$ cat src/rtl/jpeg_pkg.sv
// Shared JPEG back-end definitions: MCU geometry, writer FSM states and
// the layout of a buffered frame-buffer write entry.
package jpeg_pkg;

  localparam int MCU_DIM_411   = 16;
  localparam int MCU_DIM_STD   = 8;
  localparam int MCU_SHIFT_411 = $clog2(MCU_DIM_411);
  localparam int MCU_SHIFT_STD = $clog2(MCU_DIM_STD);

  localparam int RGB_W = 24;

  typedef enum logic [1:0] {
    ST_IDLE   = 2'd0,
    ST_ACTIVE = 2'd1,
    ST_FLUSH  = 2'd2
  } wr_state_e;

  typedef struct packed {
    logic [7:0] r;
    logic [7:0] g;
    logic [7:0] b;
  } rgb_t;

  // A FIFO entry is {address, rgb}; its width follows the address width.
  function automatic int pix_entry_width(input int addr_w);
    return addr_w + RGB_W;
  endfunction

endpackage

$ cat src/rtl/jpeg_sync_fifo.sv
// Single-clock FIFO with registered pointers and occupancy count.
// A push while full is only taken if a pop frees the slot in the same cycle.
module jpeg_sync_fifo #(
  parameter int DEPTH = 8,
  parameter int WIDTH = 8
) (
  input  logic                     clk,
  input  logic                     rst_n,
  input  logic                     wr_en,
  input  logic [WIDTH-1:0]         wr_data,
  input  logic                     rd_en,
  output logic [WIDTH-1:0]         rd_data,
  output logic                     full,
  output logic                     empty,
  output logic [$clog2(DEPTH):0]   count
);

  localparam int AW = $clog2(DEPTH);

  logic [WIDTH-1:0] mem [DEPTH];
  logic [AW-1:0]    wr_ptr;
  logic [AW-1:0]    rd_ptr;
  logic             do_push;
  logic             do_pop;

  assign empty   = (count == '0);
  assign full    = (count == (AW+1)'(DEPTH));
  assign do_pop  = rd_en && !empty;
  assign do_push = wr_en && (!full || do_pop);
  assign rd_data = mem[rd_ptr];

  always_ff @(posedge clk or negedge rst_n) begin
    if (!rst_n) begin
      wr_ptr <= '0;
      rd_ptr <= '0;
      count  <= '0;
    end else begin
      if (do_push) wr_ptr <= wr_ptr + AW'(1);
      if (do_pop)  rd_ptr <= rd_ptr + AW'(1);
      case ({do_push, do_pop})
        2'b10:   count <= count + (AW+1)'(1);
        2'b01:   count <= count - (AW+1)'(1);
        default: count <= count;
      endcase
    end
  end

  // Storage is not reset; the pointers and count define what is valid.
  always_ff @(posedge clk) begin
    if (do_push) mem[wr_ptr] <= wr_data;
  end

endmodule

$ cat src/rtl/jpeg_mcu_raster_writer.sv
// Turns the decoder's MCU-ordered pixel stream into clipped, raster-linear
// frame-buffer writes through a two-stage pipeline and an output FIFO.
module jpeg_mcu_raster_writer
  import jpeg_pkg::*;
#(
  parameter int FB_W          = 640,
  parameter int FB_H          = 480,
  parameter int FB_ADDR_WIDTH = 19,
  parameter int FIFO_DEPTH    = 8
) (
  input  logic                     clk,
  input  logic                     rst_n,
  input  logic                     cfg_en,
  input  logic                     cfg_411,
  input  logic [15:0]              cfg_width,
  input  logic [15:0]              cfg_height,
  input  logic [12:0]              cfg_mcu_w,
  input  logic [12:0]              cfg_mcu_h,
  input  logic                     pix_we,
  input  logic                     pix_begin,
  input  logic                     pix_end,
  input  logic [7:0]               pix_adr,
  input  logic [12:0]              pix_x_mcu,
  input  logic [12:0]              pix_y_mcu,
  input  logic [7:0]               pix_r,
  input  logic [7:0]               pix_g,
  input  logic [7:0]               pix_b,
  output logic                     pix_next,
  output logic                     fb_wr_en,
  input  logic                     fb_wr_ready,
  output logic [FB_ADDR_WIDTH-1:0] fb_wr_addr,
  output logic [23:0]              fb_wr_data,
  output logic                     busy,
  output logic                     frame_done,
  output logic [19:0]              wr_count,
  output logic [19:0]              clip_count,
  output logic                     overflow_err
);

  localparam int          ENTRY_W = pix_entry_width(FB_ADDR_WIDTH);
  localparam int          CNT_W   = $clog2(FIFO_DEPTH) + 1;
  localparam logic [16:0] FB_W17  = 17'(FB_W);
  localparam logic [16:0] FB_H17  = 17'(FB_H);
  localparam logic [19:0] CNT_MAX = '1;

  wr_state_e state, state_next;

  logic        cfg_411_q;
  logic [15:0] cfg_width_q;
  logic [15:0] cfg_height_q;
  logic [12:0] cfg_mcu_w_q;
  logic [12:0] cfg_mcu_h_q;

  logic        accept;
  logic        frame_start;
  logic        frame_last;
  logic        drained;
  logic [16:0] px_calc;
  logic [16:0] py_calc;
  logic [16:0] lim_w;
  logic [16:0] lim_h;

  logic                     s1_valid;
  logic [16:0]              s1_px;
  logic [16:0]              s1_py;
  rgb_t                     s1_rgb;
  logic                     s1_clip;
  logic [FB_ADDR_WIDTH-1:0] s1_addr;

  logic                     s2_valid;
  logic [FB_ADDR_WIDTH-1:0] s2_addr;
  rgb_t                     s2_rgb;

  logic               fifo_pop;
  logic               fifo_full;
  logic               fifo_empty;
  logic [CNT_W-1:0]   fifo_count;
  logic [ENTRY_W-1:0] fifo_rd_data;
  logic               pix_next_d;

  assign accept      = pix_we && pix_next;
  assign frame_start = accept && pix_begin && (pix_x_mcu == '0) && (pix_y_mcu == '0);
  assign frame_last  = accept && pix_end &&
                       (pix_x_mcu == cfg_mcu_w_q - 13'd1) &&
                       (pix_y_mcu == cfg_mcu_h_q - 13'd1);
  assign drained     = !s1_valid && !s2_valid && fifo_empty;
  assign fifo_pop    = !fifo_empty && fb_wr_ready;

  always_ff @(posedge clk or negedge rst_n) begin
    if (!rst_n) begin
      cfg_411_q    <= 1'b0;
      cfg_width_q  <= '0;
      cfg_height_q <= '0;
      cfg_mcu_w_q  <= '0;
      cfg_mcu_h_q  <= '0;
    end else if (cfg_en && state == ST_IDLE) begin
      cfg_411_q    <= cfg_411;
      cfg_width_q  <= cfg_width;
      cfg_height_q <= cfg_height;
      cfg_mcu_w_q  <= cfg_mcu_w;
      cfg_mcu_h_q  <= cfg_mcu_h;
    end
  end

  always_ff @(posedge clk or negedge rst_n) begin
    if (!rst_n) state <= ST_IDLE;
    else        state <= state_next;
  end

  always_comb begin
    state_next = state;
    case (state)
      ST_IDLE:   if (frame_start) state_next = ST_ACTIVE;
      ST_ACTIVE: if (frame_last)  state_next = ST_FLUSH;
      ST_FLUSH:  if (drained)     state_next = ST_IDLE;
      default:                    state_next = ST_IDLE;
    endcase
  end

  always_comb begin
    busy       = (state != ST_IDLE);
    frame_done = (state == ST_FLUSH) && drained;
  end

  // MCU-relative index to absolute pixel position; shifts keep the full 17 bits.
  always_comb begin
    if (cfg_411_q) begin
      px_calc = (17'(pix_x_mcu) << MCU_SHIFT_411) | 17'(pix_adr[3:0]);
      py_calc = (17'(pix_y_mcu) << MCU_SHIFT_411) | 17'(pix_adr[7:4]);
    end else begin
      px_calc = (17'(pix_x_mcu) << MCU_SHIFT_STD) | 17'(pix_adr[2:0]);
      py_calc = (17'(pix_y_mcu) << MCU_SHIFT_STD) | 17'(pix_adr[5:3]);
    end
  end

  always_comb begin
    lim_w   = (17'(cfg_width_q)  < FB_W17) ? 17'(cfg_width_q)  : FB_W17;
    lim_h   = (17'(cfg_height_q) < FB_H17) ? 17'(cfg_height_q) : FB_H17;
    s1_clip = (s1_px >= lim_w) || (s1_py >= lim_h);
    s1_addr = FB_ADDR_WIDTH'(s1_py) * FB_ADDR_WIDTH'(FB_W) + FB_ADDR_WIDTH'(s1_px);
  end

  always_ff @(posedge clk or negedge rst_n) begin
    if (!rst_n) begin
      s1_valid <= 1'b0;
      s1_px    <= '0;
      s1_py    <= '0;
      s1_rgb   <= '0;
      s2_valid <= 1'b0;
      s2_addr  <= '0;
      s2_rgb   <= '0;
    end else begin
      s1_valid <= accept;
      if (accept) begin
        s1_px  <= px_calc;
        s1_py  <= py_calc;
        s1_rgb <= '{r: pix_r, g: pix_g, b: pix_b};
      end
      s2_valid <= s1_valid && !s1_clip;
      if (s1_valid && !s1_clip) begin
        s2_addr <= s1_addr;
        s2_rgb  <= s1_rgb;
      end
    end
  end

  jpeg_sync_fifo #(
    .DEPTH (FIFO_DEPTH),
    .WIDTH (ENTRY_W)
  ) u_fifo (
    .clk     (clk),
    .rst_n   (rst_n),
    .wr_en   (s2_valid),
    .wr_data ({s2_addr, s2_rgb}),
    .rd_en   (fifo_pop),
    .rd_data (fifo_rd_data),
    .full    (fifo_full),
    .empty   (fifo_empty),
    .count   (fifo_count)
  );

  assign fb_wr_en   = !fifo_empty;
  assign fb_wr_addr = fifo_empty ? '0 : fifo_rd_data[ENTRY_W-1 -: FB_ADDR_WIDTH];
  assign fb_wr_data = fifo_empty ? '0 : fifo_rd_data[RGB_W-1:0];

  // Keep four slots of headroom: one for the registered-ready lag, two in the pipeline, one arriving now.
  assign pix_next_d = (32'(fifo_count) + 32'(s1_valid) + 32'(s2_valid) + 32'd4) <= 32'(FIFO_DEPTH);

  always_ff @(posedge clk or negedge rst_n) begin
    if (!rst_n) begin
      pix_next     <= 1'b0;
      wr_count     <= '0;
      clip_count   <= '0;
      overflow_err <= 1'b0;
    end else begin
      pix_next <= pix_next_d;
      if (frame_start)                      wr_count <= '0;
      else if (fifo_pop && wr_count != CNT_MAX) wr_count <= wr_count + 20'd1;
      if (frame_start)                      clip_count <= '0;
      else if (s1_valid && s1_clip && clip_count != CNT_MAX) clip_count <= clip_count + 20'd1;
      if (s2_valid && fifo_full && !fifo_pop) overflow_err <= 1'b1;
    end
  end

endmodule

$ cat config.mk
export PLATFORM = sky130hd
export DESIGN_NAME = jpeg_mcu_raster_writer
export DESIGN_NICKNAME = d
export VERILOG_FILES = /design/src/rtl/jpeg_pkg.sv /design/src/rtl/jpeg_sync_fifo.sv /design/src/rtl/jpeg_mcu_raster_writer.sv
export SDC_FILE = /design/constraint.sdc
export NUM_CORES = 1
export LEC_CHECK = 0
export ABC_AREA = 1
export ABC_CLOCK_PERIOD_IN_PS = 6700
export BUFFER_PORTS_ARGS = -buffer_cell sky130_fd_sc_hd__buf_2
export CAP_MARGIN = 25
export CORE_ASPECT_RATIO = 1.25
export CORE_MARGIN = 5
export CORE_UTILIZATION = 50
export DETAILED_ROUTE_END_ITERATION = 8
export PLACE_DENSITY = 0.66
export SETUP_SLACK_MARGIN = 0.02
export SLEW_MARGIN = 40
export SYNTH_ARGS = -nofsm -noshare
export SYNTH_HDL_FRONTEND = slang
export SYNTH_SLANG_ARGS = --single-unit
$ cat constraint.sdc
create_clock -name clk -period 6.7 [get_ports clk]
set_input_delay 2.01 -clock clk [delete_from_list [all_inputs] [get_ports clk]]
set_output_delay 2.01 -clock clk [all_outputs]
set_load 0.1 [all_outputs]
==> results of run 1 <==
layer usage:
layer,global-route usage (%),share of wire [%],vias up,wire [um]
li1,-,-,9121,-
met1,30.20,42,9237,26840
met2,38.43,50,529,31890
met3,4.692,6.2,100,3957
met4,6.056,2.2,12,1409
met5,0,0.10,-,64
final cells by class:
| type | count | area [um2] |
|---|---|---|
| fillers | 4394 | 21870 |
| clock buffers | 65 | 1433 |
| well taps | 665 | 832.0 |
| inverters | 176 | 671.9 |
| clock inverters | 34 | 336.6 |
| multi-input cells | 1669 | 8981 |
| diodes | 6 | 15.01 |
| flip-flops and latches | 560 | 15740 |
| repair buffers | 242 | 1438 |
worst max-delay path, delay by kind of cell (launching register included):
kind                   cells  cell delay, ns
flip-flops                 1            0.67
AO/OA/AOI/OAI              4            0.68
buffers and inverters      3            1.52
registers in the layout (all words and copies together), names as in the netlist, 4 cells and up:
register      flops
wr_count         20
s1_px            17
s1_rgb           24
cfg_height_q     16
cfg_mcu_w_q      13
cfg_width_q      16
cfg_mcu_h_q      13
s1_py            17
clip_count       20
s2_addr          19
s2_rgb           24
u_fifo.mem      344
u_fifo.count      4
logic make-up (layout without fill, tap and decap cells):
logic type | after synthesis | count (layout)
compound gates | 531 | 531
xor+xnor | 78 | 78
fa+ha+maj | 74 | 74
buf+inv | 295 | 517
flops | 560 | 560
mux | 44 | 44
other cells | 1 | 19
simple gates | 929 | 929
power breakdown:
| part | leakage (nW) | total, mW | internal, mW | switching, mW |
|---|---|---|---|---|
| logic | 5.40 | 7.77 | 2.02 | 5.75 |
| registers | 5.79 | 5.15 | 4.47 | 0.680 |
| clock network | 0.858 | 3.02 | 1.70 | 1.33 |
cells in the final DEF, fill, tap and decap left out, drive strengths merged, types with 11 or more instances in the layout:
master  Yosys  routed
nor3       31      31
clkbuf     94      65
nand3b     11      11
inv       174     177
xnor2      28      28
o21ai     334     334
o22ai      45      45
mux2       44      44
a31oi      47      47
conb        1      13
buf        25     242
clkinv      2      23
edfxtp    344     344
a21oi      96      96
nand2     319     319
dfrtp     216     216
nand4      59      59
nand3      90      90
ha         70      70
nor2      402     402
xor2       50      50
nor4       12      12
worst min-delay path by stage:
stage	start	to	slack (ns)
after global placement	overflow_err	overflow_err	0.44
final	overflow_err	overflow_err	0.47
after CTS	overflow_err	overflow_err	0.48
after floorplan	cfg_height_q[1]	cfg_height_q[1]	0.48
after global routing	overflow_err	overflow_err	0.51
after detailed placement	overflow_err	overflow_err	0.45
through the flow:
stage | cell area [um2] | power [mW]
global placement | 27450 | 12.77
finish | 29450 | 15.95
CTS | 29430 | 16.04
detailed placement | 27660 | 12.99
floorplan | 25800 | 11.13
global route | 29440 | 16.99
==> impl_results.md, run 1 <==
* Post-Layout Cell Count at 3,417
* Worst R2R Start: cfg_width_q[14]
* Placed instance count at 3,312
* Share of layout cells above drive strength 1 at 14.97%
* Min cycle time layout at 5.554 ns
* First-pass GRT wire length at 103,100 um
* Crit path from: u_fifo.rd_ptr[0]
* Worst Hold Depth at 1
* Num CTS Buffers at 53
* Adder-cell share of the synthesized area at 3.711%
* Die Y at 263.8 um
* Compound-Gate Fraction of Synth Area at 10.86%
* Fmax at 180.0 MHz
* Routed vias/inst at 5.560
* Max-cap violations at 0
* Gates resized, CTS repair at 0
* Initial antenna violation count at 12
* Most frequent cell after synthesis: nor2_1
* Largest family of logic cells by synthesized area: simple AND/OR/NAND/NOR gates
* Cell leakage power at 12.05 nW
* Routed via count at 19,000
* CTS tree: built
* Post-route ant nets at 0
* Slew Limit Fails at 0
* Multiplexer share of the synthesized area at 1.924%
* Root buf cell: clkbuf_16
* # DRC at 0
* Setup TNS Final at 0 ns
* Main synth FF type: edfxtp_1
* Post-Synth Simple-Gate Area at 15.28%
* Clock Latency Late Sink at 0.60 ns
* Critical Path RT at 4.69 ns
* Crit path capture: fb_wr_addr[3]
* Setup ws final at 1.146 ns
* Endpoints failing setup at 0
* Hold Buf Count CTS at 0
* Final Hold Fails at 0
* Drt pass-1 iters at 5
* Synth-to-layout area growth at 14.32%
* Slew @ Worst Pin at 0.8201 ns
* Crit path launch type: register
* Initial Utilization at 50.20%
* Most frequent CP cell: o21ai_0
* Detailed-route wire length at 64,170 um
* Reg2reg end: clip_count[6]
* Final Cycle Share at 82.90%
* Hold slack final at 0.4734 ns
* Total die area at 56,180 um2
* Mapped Cells at 2,512
* Yosys synthesis warning count at 0
* Tot GR Track Use at 22.79%
* Clock sinks at 560
* CTS Buffer Depth at 3
* Core Area at 51,320 um2
* H-tree depth at 2
* CP endpoint kind: output port
* I/O Buffers at 211
* Synth cell types at 46
* Synth area leaders: edfxtp_1 40%, dfrtp_1 21%, o21ai_0 6.2%
* GRT Residual Overflow at 0
* Ys async rst share at 38.57%
* Slowest-stage cell, CP: dfrtp_4
* Chip Width at 213.0 um
* Critical path's largest stage delay at 0.67 ns
* Mapped Area at 25,760 um2
* FF+latch count, synth at 560
* Commonest cells in the netlist: 401 x nor2_1, 344 x edfxtp_1, 321 x o21ai_0, 315 x nand2_1, 216 x dfrtp_1
* Unrepaired setup endpoints after global routing: no
* Outcome: finished clean
* Core Util, Final at 57.39%
* Syn Area/Cell at 10.25 um2
* # nets final at 2,900
* Critical path fanouts, max at 92
* HP Class: register to register
* Starting DRC count in detailed routing at 1,127
* Vias in the first global route at 18,890
* Peak VDD IR at 0.3751 mV
* GPL Wtd Cong at 0.9135
* Worst EP arrival at 3.54 ns
* Pwr Density at 541.5 nW/um2
* Slew HR at 45.33%
* Post-synth EDFFs at 344
* Worst-path clk slew at 0.06 ns
* Ports at 212
* Post-synth top area share at 40.10%
* Seq/Total Area, Yosys at 61.09%
* Largest area contributor in the netlist: edfxtp_1
* Site Rows at 93
* DP Wirelength at 42,420 um
* Setup Slack @ Placement at 1.759 ns
* Largest net degree at the start of global routing at 93
* Crit path cell chain: inv_4, buf_12, o21ai_0, o22ai_1, o21ai_0, a31oi_1, buf_2
* Drt wl/cell at 18.78 um
* FF-to-FF setup slack at 2.15 ns
* Synth Area in XOR/XNOR at 2.652%
* Post-CTS Setup Bufs at 0
* Worst Skew at 0.01338 ns
* Worst R2R Path Depth at 16
* CP Class: register to output port
(Power assumes the default switching activity.)
==> run 2: changes to the inputs <==
Settings changed: ABC_AREA 1 to 0, ABC_CLOCK_PERIOD_IN_PS 6700 to 5500.
Clock period 6.7 ns to 5.5 ns, I/O delays scaled along.
==> impl_results.md, run 2 <==
* Slew HR at 47.47% (+2.1 points)
* Hold EP: overflow_err
* Ports at 212 (unchanged)
* Post-synth EDFFs at 344 (unchanged)
* Slew Limit Fails at 0 (unchanged)
* Worst R2R Start: cfg_width_q[15]
* Crit path launch type: register
* Clock Latency Late Sink at 0.61 ns (about the same)
* Top Usage Layer GRT: met2
* Synth area leaders: edfxtp_1 42%, dfrtp_1 22%, mux4_2 7.8%
* Worst R2R Path Depth at 13 (-3)
* Most common cell after layout, fill and taps aside: edfxtp_1
* Cell leakage power at 11.27 nW (-6.5%)
* Worst Hold Depth at 1 (unchanged)
* CP Class: register to output port
* Final Hold Fails at 0 (unchanged)
* Detailed-route wire length at 55,620 um (-13%)
* Commonest cells in the netlist: 344 x edfxtp_1, 216 x dfrtp_1, 120 x mux2_2, 105 x nor2_1, 93 x nand2_1
* Mapped Area at 24,810 um2 (-3.7%)
* Root buf cell: clkbuf_16
* Drt wl/cell at 21.58 um (+15%)
* Die Y at 259.0 um (-1.8%)
* FF+latch area at 15,740 um2 (about the same)
* Yosys synthesis warning count at 0 (unchanged)
* H-tree depth at 2 (unchanged)
* Largest area contributor in the netlist: edfxtp_1
* Slew @ Worst Pin at 0.7880 ns (-0.03211 ns)
* Num CTS Buffers at 54 (+1.9%)
* Routed vias/inst at 5.666 (+1.9%)
* Share of layout cells above drive strength 1 at 29.18% (+14 points)
* Reg2reg end: s2_rgb[6]
* Core Util, Final at 58.57% (+1.2 points)
* Final Cycle Share at 86.16%
* Gates resized, CTS repair at 0 (unchanged)
* CTS tree: built
* Filler cells at 3,865 (-12%)
* Biggest register: u_fifo.mem
* Setup TNS Final at 0 ns (unchanged)
* CTS Buffer Depth at 3 (unchanged)
* Clock sinks at 560 (unchanged)
* I/O Buffers at 211 (unchanged)
* Post-CTS Setup Bufs at 0 (unchanged)
* Post-synth top area share at 41.64% (+1.5 points)
* GRT Residual Overflow at 0 (unchanged)
* CP endpoint kind: output port
* Main synth FF type: edfxtp_1
* Placed instance count at 2,475 (-25%)
* Vias in the first global route at 15,430 (-18%)
* Starting DRC count in detailed routing at 874 (-22%)
* Max-cap violations at 0 (unchanged)
* Drt pass-1 iters at 4 (-1)
* Combined area of the multi-input logic cells at 8777 um2 (-2.3%)
* Worst EP arrival at 3.09 ns (-0.45 ns)
* # DRC at 0 (unchanged)
* Worst-path clk slew at 0.06 ns (about the same)
* Tot GR Track Use at 20.63% (-2.2 points)
* DP Wirelength at 35,880 um (-15%)
* Chip Width at 209.2 um (-1.8%)
* Site Rows at 91 (-2.2%)
* Total die area at 54,200 um2 (-3.5%)
* GPL Wtd Cong at 0.8425 (-7.8%)
* First-pass GRT wire length at 88,130 um (-15%)
* Biggest regs: u_fifo.mem x344, s1_rgb x24, s2_rgb x24
* FF-to-FF setup slack at 1.02 ns (-1.13 ns)
* Mapped Cells at 1,646 (-34%)
* FF+latch count, synth at 560 (unchanged)
* Critical Path RT at 3.85 ns (-0.84 ns)
* Core Area at 49,190 um2 (-4.1%)
* Fmax at 211.0 MHz
* Worst Skew at 0.01859 ns (+0.005209 ns)
* DP Area at 26,880 um2 (-2.8%)
* HP Start: overflow_err
* Peak VDD IR at 0.3938 mV (+5.0%)
* Most frequent cells in the layout: 344 x edfxtp_1, 213 x dfrtp_1, 210 x buf_2
* Synth-to-layout area growth at 16.14%
* HP Class: register to register
* Seq/Total Area, Yosys at 63.43% (+2.3 points)
* Endpoints failing setup at 0 (unchanged)
* Synth cell types at 68 (+48%)
* Unrepaired setup endpoints after global routing: no
* Min cycle time layout at 4.739 ns
* Syn Area/Cell at 15.07 um2 (+47%)
* Initial Utilization at 50.43% (+0.24 points)
* Critical path fanouts, max at 29 (-68%)
* GRT met2 Usage at 36.12% (-2.3 points)
* Max reg flops at 344 (unchanged)
* # nets final at 2,078 (-28%)
* Post-Layout Cell Count at 2,577 (-25%)
* Met3 Use GR at 3.457% (-1.2 points)
* Number of diodes at 0 (-6)
* Largest net degree at the start of global routing at 70 (-25%)
* Ys async rst share at 38.57% (unchanged)
* Final instance area at 28,810 um2 (-2.2%)
* Hold slack final at 0.4782 ns (+0.004773 ns)
* Hold Buf Count CTS at 0 (unchanged)
* Most frequent cell after synthesis: edfxtp_1
* Initial antenna violation count at 2 (-10)
* Global Route met1 Usage at 26.96% (-3.2 points)
* Post-route ant nets at 0 (unchanged)
* Routed via count at 14,600 (-23%)
* Pwr Density at 603.7 nW/um2 (+11%)
* Outcome: finished clean
==> run 2: cell types whose count changed after synthesis, sizes merged, moves of 34 or more <==
| cell | before | now |
|---|---|---|
| nor2 | 402 | 105 |
| o21ai | 334 | 55 |
| nand2 | 319 | 93 |
| inv | 174 | 39 |
| mux4 | 0 | 86 |
| mux2i | 0 | 81 |
| mux2 | 44 | 122 |
| a21oi | 96 | 38 |
| nand3 | 90 | 36 |
| clkbuf | 94 | 46 |
| o22ai | 45 | 0 |
| a31oi | 47 | 4 |
| nand4 | 59 | 25 |
==> run 2: worst max-delay path by stage <==
stage	start	endpoint	slack, ns	cells past startpoint
after global placement	cfg_width_q[15]	s2_rgb[11]	1.23	13
after global routing	u_fifo.rd_ptr[0]	fb_wr_data[23]	0.52	5
final	u_fifo.rd_ptr[0]	fb_wr_data[23]	0.76	5
after CTS	u_fifo.rd_ptr[0]	fb_wr_data[23]	0.63	5
after detailed placement	cfg_width_q[15]	s2_rgb[6]	1.05	13
after floorplan	fb_wr_ready	u_fifo.mem[1][0]	0.05	4
==> run 2: power by group <==
group	switching [mW]	total (mW)	leakage, nW	internal (mW)
sequential	0.872	6.31	5.77	5.44
clock	1.61	3.99	0.936	2.38
combinational	4.83	7.10	4.57	2.27
==> run 2: metrics by stage <==
| stage | total power, mW | worst slack (ns) |
|---|---|---|
| 2_1_floorplan | 11.77 | 0.04705 |
| 3_3_place_gp | 13.41 | 1.234 |
| 3_5_place_dp | 13.56 | 1.046 |
| 4_1_cts | 17.60 | 0.6313 |
| 5_1_grt | 18.29 | 0.5233 |
| 6_report | 17.39 | 0.7613 |
==> run 2: cell families (layout without fill, tap and decap cells) <==
group           count (synthesis)  after routing  share of synthesized area, %
fa+ha+maj                      74             74                         3.854
other cells                     1             13                       0.01512
simple gates                  369            369                         7.430
compound gates                161            161                         4.086
flops                         560            560                         63.43
mux                           289            289                         16.61
xor+xnor                       78             78                         2.754
buf+inv                       114            382                         1.816
==> run 2: worst max-delay path, stage by stage, from the launching register on <==
cell     delay, ns
dfrtp_4       0.82
buf_4         0.46
mux4_2        0.55
mux2i_1       0.20
nor2_1        0.07
buf_2         0.32
==> run 2: layout make-up <==
class	count	share of cell area, %
Tap cell	651	2.827
Inverter	39	0.5081
Sequential cell	560	54.65
Clock buffer	71	5.120
Clock inverter	31	1.594
Timing Repair Buffer	241	4.838
Multi-Input combinational cell	984	30.47
==> run 2: per-layer routing <==
layer | vias up | wire (um)
li1 | 6746 | -
met1 | 7446 | 22960
met2 | 325 | 28720
met3 | 80 | 2552
met4 | 4 | 1358
met5 | - | 22
==> run 3: changes to the inputs <==
Settings changed: ABC_CLOCK_PERIOD_IN_PS 5500 to 5900.
Clock period 5.5 ns to 5.9 ns, I/O delays scaled along.
==> impl_results.md, run 3 (synthesized netlist as in run 2, its figures left out) <==
* Site Rows at 91 (unchanged)
* GRT Residual Overflow at 0 (unchanged)
* Biggest regs: u_fifo.mem x344, s1_rgb x24, s2_rgb x24
* Crit path launch type: register
* Max-cap violations at 0 (unchanged)
* Setup TNS Final at 0 ns (unchanged)
* Number of diodes at 0 (unchanged)
* Min cycle time layout at 4.773 ns
* Slew @ Worst Pin at 0.8003 ns (+0.01239 ns)
* HP Start: overflow_err
* Hold Buf Count CTS at 0 (unchanged)
* Synth-to-layout area growth at 15.98%
* Tot GR Track Use at 20.53% (-0.11 points)
* Filler cells at 3,866 (+0.026%)
* Critical path fanouts, max at 42 (+45%)
* Clock Latency Late Sink at 0.61 ns (about the same)
* Gates resized, CTS repair at 0 (unchanged)
* Endpoints failing setup at 0 (unchanged)
* Fmax at 209.5 MHz
* Drt pass-1 iters at 5 (+1)
* Placed instance count at 2,477 (+0.081%)
* Outcome: finished clean
* Largest net degree at the start of global routing at 97 (+39%)
* Internal at 9.322 mW (-7.5%)
* Worst Skew at 0.01263 ns (-0.005966 ns)
* Crit path from: u_fifo.rd_ptr[1]
* Vias in the first global route at 15,350 (-0.51%)
* Sw frac at 42.13% (+0.071 points)
* Ports at 212 (unchanged)
* GPL Wtd Cong at 0.8431 (about the same)
* CP endpoint kind: output port
* CP Class: register to output port
* Detailed-route wire length at 55,210 um (-0.74%)
* # nets final at 2,083 (+0.24%)
* Overall power at 16.11 mW (-7.4%)
* Root buf cell: clkbuf_16
* Biggest register: u_fifo.mem
* Initial antenna violation count at 3 (+1)
* Routed vias/inst at 5.698 (+0.57%)
* Peak VDD IR at 0.4107 mV (+4.3%)
* Setup ws final at 1.127 ns (+0.3654 ns)
* Clock sinks at 560 (unchanged)
* H-tree depth at 2 (unchanged)
* Most common cell after layout, fill and taps aside: edfxtp_1
* I/O Buffers at 211 (unchanged)
* # DRC at 0 (unchanged)
* Max reg flops at 344 (unchanged)
* Crit path cell chain: buf_4, mux4_2, mux2i_1, nor2_1, buf_2
* Post-CTS Setup Bufs at 0 (unchanged)
* Total die area at 54,200 um2 (unchanged)
* Slew HR at 46.64% (-0.83 points)
* CTS tree: built
* Bufs and invs on worst path at 2 (unchanged)
* Cell leakage power at 11.29 nW (+0.17%)
* Worst-path clk slew at 0.06 ns (about the same)
* Starting DRC count in detailed routing at 926 (+5.9%)
* CTS Buffer Depth at 3 (unchanged)
* Die Y at 259.0 um (unchanged)
* Share of layout cells above drive strength 1 at 29.35% (+0.17 points)
* Final Cycle Share at 80.90%
* Pwr Density at 559.9 nW/um2 (-7.3%)
* First-pass GRT wire length at 87,910 um (-0.26%)
* Num CTS Buffers at 55 (+1.9%)
* Critical Path RT at 4.13 ns (+0.28 ns)
* Worst EP arrival at 3.00 ns (-0.09 ns)
* Clock group share of total power at 22.6% (-0.3 points)
* Post-Layout Cell Count at 2,583 (+0.23%)
* Crit-path leading delay family: flip-flops
* Worst R2R Start: cfg_width_q[15]
* Final Hold Fails at 0 (unchanged)
* HP Class: register to register
* Core Area at 49,190 um2 (unchanged)
* Initial Utilization at 50.43% (unchanged)
* Flop pwr share at 36.7% (+0.4 points)
* Routed via count at 14,720 (+0.80%)
* Drt wl/cell at 21.37 um (-0.97%)
* Post-route ant nets at 0 (unchanged)
* Slew Limit Fails at 0 (unchanged)
* P_sw at 6.786 mW (-7.2%)
* Chip Width at 209.2 um (unchanged)
* Critical path's largest stage delay at 0.85 ns (+0.03 ns)
* Most frequent cells in the layout: 344 x edfxtp_1, 213 x dfrtp_1, 210 x buf_2
* Setup Slack @ Placement at 1.347 ns (+0.3005 ns)
* Logic gate share of total power at 40.7% (about the same)
* Unrepaired setup endpoints after global routing: no
* Slowest-stage cell, CP: dfrtp_4
* DP Wirelength at 36,130 um (+0.69%)
run 3: cell count changes in the layout (fill, tap and decap cells not counted), moves of 2 or more:
cell	previous run	this run
buf_4	22	29
clkinv_2	8	14
buf_12	6	2
clkinv_1	4	8
bufinv_16	10	8
clkbuf_1	11	9
clkinvlp_4	4	2
run 3: metal layers:
layer / part of all wire, % / GRT usage [%] / up-vias
li1: - / - / 6762
met1: 42 / 27.44 / 7524
met2: 51 / 35.31 / 345
met3: 4.9 / 3.711 / 81
met4: 2.1 / 4.896 / 6
met5: 0.051 / 0 / -
run 3: worst paths after layout:
kind | endpoint | slack, ns | depth (start not counted)
worst max register to register | s2_rgb[20] | 1.57 | 13
min in group asynchronous | clip_count[5] | 1.01 | 1
max in group asynchronous | s1_rgb[22] | 3.62 | 3
worst min-delay path | overflow_err | 0.46 | 1
worst max-delay path | fb_wr_addr[10] | 1.13 | 5
worst min register to register | overflow_err | 0.46 | 1
run 3: cell type report:
type,instances,area (um2),share of cell area (%)
clock buffers,70,1493,5.188
clock inverters,34,400.4,1.392
inverters,39,146.4,0.5088
multi-input cells,984,8780,30.52
flip-flops and latches,560,15740,54.72
well taps,651,814.5,2.831
repair buffers,245,1394,4.845
run 3: power by group through the flow:
stage / clock [mW] / sequential, mW / combinational [mW]
after global placement: 0 / 5.94 / 6.53
after detailed placement: 0 / 5.99 / 6.64
after global routing: 3.90 / 6.02 / 7.06
final: 3.64 / 5.91 / 6.56
after CTS: 3.73 / 5.92 / 6.67
after floorplan: 0 / 5.84 / 5.13
run 3: stage by stage:
stage / util [%] / hold WS, ns / area, um2
finish: 58.49 / 0.4559 / 28770
global route: 58.49 / 0.4666 / 28770
CTS: 58.38 / 0.4598 / 28720
detailed placement: 54.53 / 0.4476 / 26820
global placement: 54.46 / 0.4448 / 26790
floorplan: - / 0.4515 / 24850
